===== src/rtl/entry_pkg.sv =====
// rtl/entry_pkg.sv - mode encodings, default depths and saturation helper for entry_counter
package entry_pkg;

  localparam logic [1:0] MODE_IDLE = 2'b00;
  localparam logic [1:0] MODE_KEY  = 2'b01;
  localparam logic [1:0] MODE_DATA = 2'b10;
  localparam logic [1:0] MODE_RUN  = 2'b11;

  localparam int KEY_DEPTH_DEF  = 8;
  localparam int DATA_DEPTH_DEF = 24;

  typedef enum logic {
    ACT_STEP   = 1'b0,
    ACT_REJECT = 1'b1
  } act_e;

  // A delete is refused at zero, an insert is refused at the buffer limit.
  function automatic act_e sat_action(input logic dec, input logic at_zero, input logic at_limit);
    if (dec ? at_zero : at_limit)
      return ACT_REJECT;
    return ACT_STEP;
  endfunction

endpackage


===== src/rtl/key_edge_sync.sv =====
// rtl/key_edge_sync.sv - keypad strobe falling-edge detector with backspace qualifier
// ENTRY_COUNTER_SYNC_EN inserts a 2-flop synchroniser ahead of the history register.
module key_edge_sync (
  input  logic clock,
  input  logic reset,
  input  logic key_press,
  input  logic backspace,
  output logic fall_evt,
  output logic bs_q
);

  logic kp_s;
  logic bs_s;

`ifdef ENTRY_COUNTER_SYNC_EN
  logic [1:0] kp_sync;
  logic [1:0] bs_sync;

  always_ff @(posedge clock or posedge reset) begin
    if (reset) begin
      kp_sync <= '0;
      bs_sync <= '0;
    end else begin
      kp_sync <= {kp_sync[0], key_press};
      bs_sync <= {bs_sync[0], backspace};
    end
  end

  assign kp_s = kp_sync[1];
  assign bs_s = bs_sync[1];
`else
  assign kp_s = key_press;
  assign bs_s = backspace;
`endif

  logic kp_hist;
  logic bs_hist;

  always_ff @(posedge clock or posedge reset) begin
    if (reset) begin
      kp_hist <= 1'b0;
      bs_hist <= 1'b0;
    end else begin
      kp_hist <= kp_s;
      bs_hist <= bs_s;
    end
  end

  // Backspace comes from the stage that still saw the key held, where it is guaranteed stable.
  assign fall_evt = kp_hist & ~kp_s;
  assign bs_q     = bs_hist;

endmodule


===== src/rtl/entry_counter.sv =====
// rtl/entry_counter.sv - saturating key/data write indices driven by keypad strokes
// ENTRY_COUNTER_SYNC_EN (in key_edge_sync) selects the synchronised keypad path.
module entry_counter
  import entry_pkg::*;
#(
  parameter int DATA_DEPTH = DATA_DEPTH_DEF,
  parameter int KEY_DEPTH  = KEY_DEPTH_DEF,
  parameter int IDX_W      = 5
) (
  input  logic             clock,
  input  logic             reset,
  input  logic [1:0]       mode,
  input  logic             key_press,
  input  logic             backspace,
  input  logic             clear,
  output logic [IDX_W-1:0] key_index,
  output logic [IDX_W-1:0] data_index,
  output logic             key_full,
  output logic             data_full,
  output logic             data_empty,
  output logic             step,
  output logic             reject
);

  localparam logic [IDX_W-1:0] KEY_LIM  = IDX_W'(KEY_DEPTH);
  localparam logic [IDX_W-1:0] DATA_LIM = IDX_W'(DATA_DEPTH);
  localparam logic [IDX_W-1:0] IDX_ONE  = IDX_W'(1);

  logic fall_evt;
  logic bs_q;

  key_edge_sync u_edge (
    .clock     (clock),
    .reset     (reset),
    .key_press (key_press),
    .backspace (backspace),
    .fall_evt  (fall_evt),
    .bs_q      (bs_q)
  );

  logic key_sel;
  logic data_sel;
  act_e key_act;
  act_e data_act;
  logic evt_step;
  logic evt_reject;

  always_comb begin
    key_sel  = 1'b0;
    data_sel = 1'b0;
    case (mode)
      MODE_KEY:            key_sel  = fall_evt;
      MODE_DATA:           data_sel = fall_evt;
      MODE_IDLE, MODE_RUN: ;
    endcase
  end

  assign key_act  = sat_action(bs_q, key_index == '0, key_index == KEY_LIM);
  assign data_act = sat_action(bs_q, data_index == '0, data_index == DATA_LIM);

  // Clear wins over a coincident keystroke and swallows its pulse.
  assign evt_step   = ~clear & ((key_sel & (key_act == ACT_STEP)) |
                                (data_sel & (data_act == ACT_STEP)));
  assign evt_reject = ~clear & ((key_sel & (key_act == ACT_REJECT)) |
                                (data_sel & (data_act == ACT_REJECT)));

  always_ff @(posedge clock or posedge reset) begin
    if (reset) begin
      key_index  <= '0;
      data_index <= '0;
    end else if (clear) begin
      key_index  <= '0;
      data_index <= '0;
    end else begin
      if (key_sel && key_act == ACT_STEP)
        key_index <= bs_q ? key_index - IDX_ONE : key_index + IDX_ONE;
      if (data_sel && data_act == ACT_STEP)
        data_index <= bs_q ? data_index - IDX_ONE : data_index + IDX_ONE;
    end
  end

  always_ff @(posedge clock or posedge reset) begin
    if (reset) begin
      step   <= 1'b0;
      reject <= 1'b0;
    end else begin
      step   <= evt_step;
      reject <= evt_reject;
    end
  end

  assign key_full   = (key_index == KEY_LIM);
  assign data_full  = (data_index == DATA_LIM);
  assign data_empty = (data_index == '0);

endmodule

===== config.mk =====
export PLATFORM = sky130hd
export DESIGN_NAME = entry_counter
export DESIGN_NICKNAME = d
export VERILOG_FILES = /design/src/rtl/entry_pkg.sv /design/src/rtl/key_edge_sync.sv /design/src/rtl/entry_counter.sv
export SDC_FILE = /design/constraint.sdc
export NUM_CORES = 1
export LEC_CHECK = 0
export ABC_CLOCK_PERIOD_IN_PS = 1760
export BUFFER_PORTS_ARGS = -buffer_cell sky130_fd_sc_hd__buf_4
export CAP_MARGIN = 15
export CORE_AREA = 3 3 47 49
export CTS_BUF_LIST = sky130_fd_sc_hd__clkbuf_4 sky130_fd_sc_hd__clkbuf_8
export CTS_CLUSTER_SIZE = 24
export DETAILED_ROUTE_END_ITERATION = 8
export DIE_AREA = 0 0 50 52
export GPL_TIMING_DRIVEN = 0
export HOLD_SLACK_MARGIN = 0.03
export PLACE_DENSITY_LB_ADDON = 0.12
export SLEW_MARGIN = 20
export SYNTH_ARGS = -nofsm -noshare
export SYNTH_HDL_FRONTEND = slang
export SYNTH_SLANG_ARGS = --single-unit
export TNS_END_PERCENT = 100

===== constraint.sdc =====
create_clock -name clock -period 1.76 [get_ports clock]
set_input_delay 0.176 -clock clock [delete_from_list [all_inputs] [get_ports clock]]
set_output_delay 0.176 -clock clock [all_outputs]
set_load 0.05 [all_outputs]

==> run summary <==
Crit-path most repeated cell = o21a_1
H-tree depth = 1
Layout Nets = 142
Clock skew = 0.00244 ns
Clock sink total = 14
Min cycle time layout = 1.78 ns
Antenna cells = 0
Syn Area/Cell = 9.93 um2
Gr usage total = 15.7%
CP Launch Type = flip-flop
Crit-path cells = ha_4, nor2b_1, o21a_1, o21a_1, o31a_1, o21ba_2
Cell area power density = 552 nW/um2
YS warnings = 0
Drt total wl = 2050 um
Synthesized area = 903 um2
TritonCTS clock tree = yes
Syn_nets = 106
Total power draw = 0.000720 W
Rows = 16
Setup crit end kind = flip-flop
Worst R2R Path Depth = 6
Cell at the slowest stage of the critical path = dfrtp_2
Clk Latency, worst-skew pair = 0.28 ns
Footprint of the multi-input gates = 584 um2
Yosys reg bits = 14
Die X = 50 um
Synth top area cells = dfrtp_1 (39%), ha_1 (8.3%), xnor2_1 (6.8%)
Initial antenna violation count = 0
Layout area overhead = 44.3%
Maxcap violations = 0
Final instance area = 1300 um2
Total die area = 2600 um2
Fill cells = 155
Final Hold Vio Count = 0
Setup TNS = -0.0224 ns
Setup violations, final = 1
Clk buf depth = 2
Number of global-route vias before repair = 725
Setup slack after layout = -0.0224 ns
Worst rel slew slack = 64.2%
TritonRoute pass-1 iters = 4
Area share of the largest cell type after synthesis = 38.8%
Sequential-to-total area share from yosys stat = 38.8%
Worst Tran Pin Value = 0.537 ns
Status = finished, violations left
First-pass GRT wire length = 3130 um
Vias per inst = 5.07
HPWL after DPL = 1320 um
Pin count of the biggest net entering global routing = 15
Starting density of the core = 47.5%
Clk root buf = clkbuf_4
Failing checks = negative setup slack
Top-Level Pins = 22
1st-iter DRT viols = 5
Max Fclk = 0.561 GHz
Worst Path Max Fanout = 4
Count of cell types in the netlist = 30
Total congestion overflow = 0
Hold-critical path depth = 2
Yosys top cell by area = dfrtp_1
Hold Crit Class = input port to flip-flop
Final period util = 101%
Maximum VDD drop = 0.000428 V
Total CTS buffers = 3
RSZ-0062 raised after global routing = yes
Chip height = 52 um
Crit path largest cell delay = 0.48 ns
Clock transition at path regs = 0.09 ns
Routability cong. = 0.716
CP required = 1.94 ns
Slew Viols, Final = 0
Port Buffer Count = 21
DRC viols = 0
CP arrival = 1.96 ns
Mapped Cells = 91
Placed cell area = 1130 um2
WL per Instance = 13.4 um
Register area = 359 um2
Setup Crit Path Kind = flip-flop to flip-flop
Share of layout cells above drive strength 1 = 46.8%
Antenna viol nets, final = 0
CORE AREA = 1900 um2
P_leak = 0.581 nW
Via count = 775
state kept, by name (all words and copies together), names as in the netlist:
signal	cells
u_edge.bs_q	1
reject	1
data_index	5
u_edge.kp_hist	1
step	1
key_index	5
area by class of cell:
| class | count | area share, % |
|---|---|---|
| plain buffers | 3 | 1.54 |
| clock buffers | 4 | 2.30 |
| inverters | 7 | 2.21 |
| multi-input cells | 67 | 44.8 |
| flip-flops and latches | 14 | 27.5 |
| well taps | 27 | 2.59 |
| repair buffers | 31 | 19.0 |
cell usage in the layout (no fill, tap or decap), drive strengths merged, types with 2 or more instances in the layout:
| cell | synthesis | final |
|---|---|---|
| a211oi | 2 | 2 |
| o21a | 2 | 2 |
| nor4bb | 2 | 2 |
| xnor2 | 7 | 7 |
| nor4 | 2 | 2 |
| clkbuf | 1 | 5 |
| mux2i | 4 | 4 |
| buf | 2 | 30 |
| dlygate4sd3 | 0 | 3 |
| ha | 6 | 6 |
| nor3 | 2 | 2 |
| inv | 7 | 7 |
| and2 | 2 | 2 |
| a21o | 3 | 3 |
| nor2b | 3 | 3 |
| dfrtp | 14 | 14 |
| a21oi | 5 | 5 |
| fa | 2 | 2 |
| nor2 | 14 | 14 |
| nand2b | 2 | 2 |
per-layer routing:
layer	part of all wire, %	up-vias	track usage (%)
met4	2.5	0	6.91
li1	-	381	-
met3	4.4	7	2.58
met5	0	-	0
met1	40	368	19.3
met2	53	19	27.0
final timing paths:
kind,from,endpoint,slack [ns]
min,clear,key_index[1],0.05
max,u_edge.bs_q,key_index[4],-0.02
min reg2reg,key_index[0],key_index[0],0.61
max in group asynchronous,reset,key_index[3],0.89
min in group asynchronous,reset,data_index[3],0.48
max reg2reg,u_edge.bs_q,key_index[4],-0.02
critical path, delay by kind of cell, from the launching register on:
kind,cells,cell delay (ns)
adder cells (fa/ha/maj),1,0.24
AND/OR/NAND/NOR,1,0.13
AO/OA/AOI/OAI,4,0.83
flip-flops,1,0.48
power breakdown:
group / internal [W] / total (W) / switching [W]
clock: 0.000104 / 0.000213 / 0.000109
sequential: 0.000330 / 0.000342 / 0.0000121
combinational: 0.0000769 / 0.000165 / 0.0000882
metrics by stage:
| step | hold WS, ns | utilization (%) | instances | worst slack, ns |
|---|---|---|---|---|
| finish | 0.0453 | 68.6 | 153 | -0.0224 |
| global route | 0.0317 | 68.6 | 153 | -0.131 |
| CTS | 0.0473 | 65.5 | 150 | -0.0194 |
| detailed placement | 0.265 | 59.5 | 139 | -0.162 |
| global placement | 0.258 | 59.5 | 139 | -0.151 |
| floorplan | 0.0647 | - | 91 | -0.0657 |
kinds of logic after synthesis:
logic type	count (synthesis)	share of synthesized area [%]
flops	14	38.8
fa+ha+maj	8	12.7
xor+xnor	8	7.76
buf+inv	10	5.12
simple gates	32	18.8
mux	4	4.43
compound gates	15	12.3
cell usage after synthesis, drive strengths merged:
cell type and instances:
dfrtp 14, nor2 14, inv 7, xnor2 7
ha 6, a21oi 5, mux2i 4, a21o 3
nor2b 3, a211oi 2, and2 2, buf 2
fa 2, nand2b 2, nor3 2, nor4 2
nor4bb 2, o21a 2, a22oi 1, clkbuf 1
nand2 1, nand3 1, nand3b 1, o21ba 1
o31a 1, or3 1, or3b 1, xor2 1
what timing repair did:
action                                  in CTS  in global routing
resized for setup                            5                  5
pin swaps                                    1                  4
hold buffers                                 3                  0
endpoints found under the setup margin       2                 12
buffers inserted                             4                  3
endpoints found under the hold margin       16                  0
(Power assumes the default switching activity.)
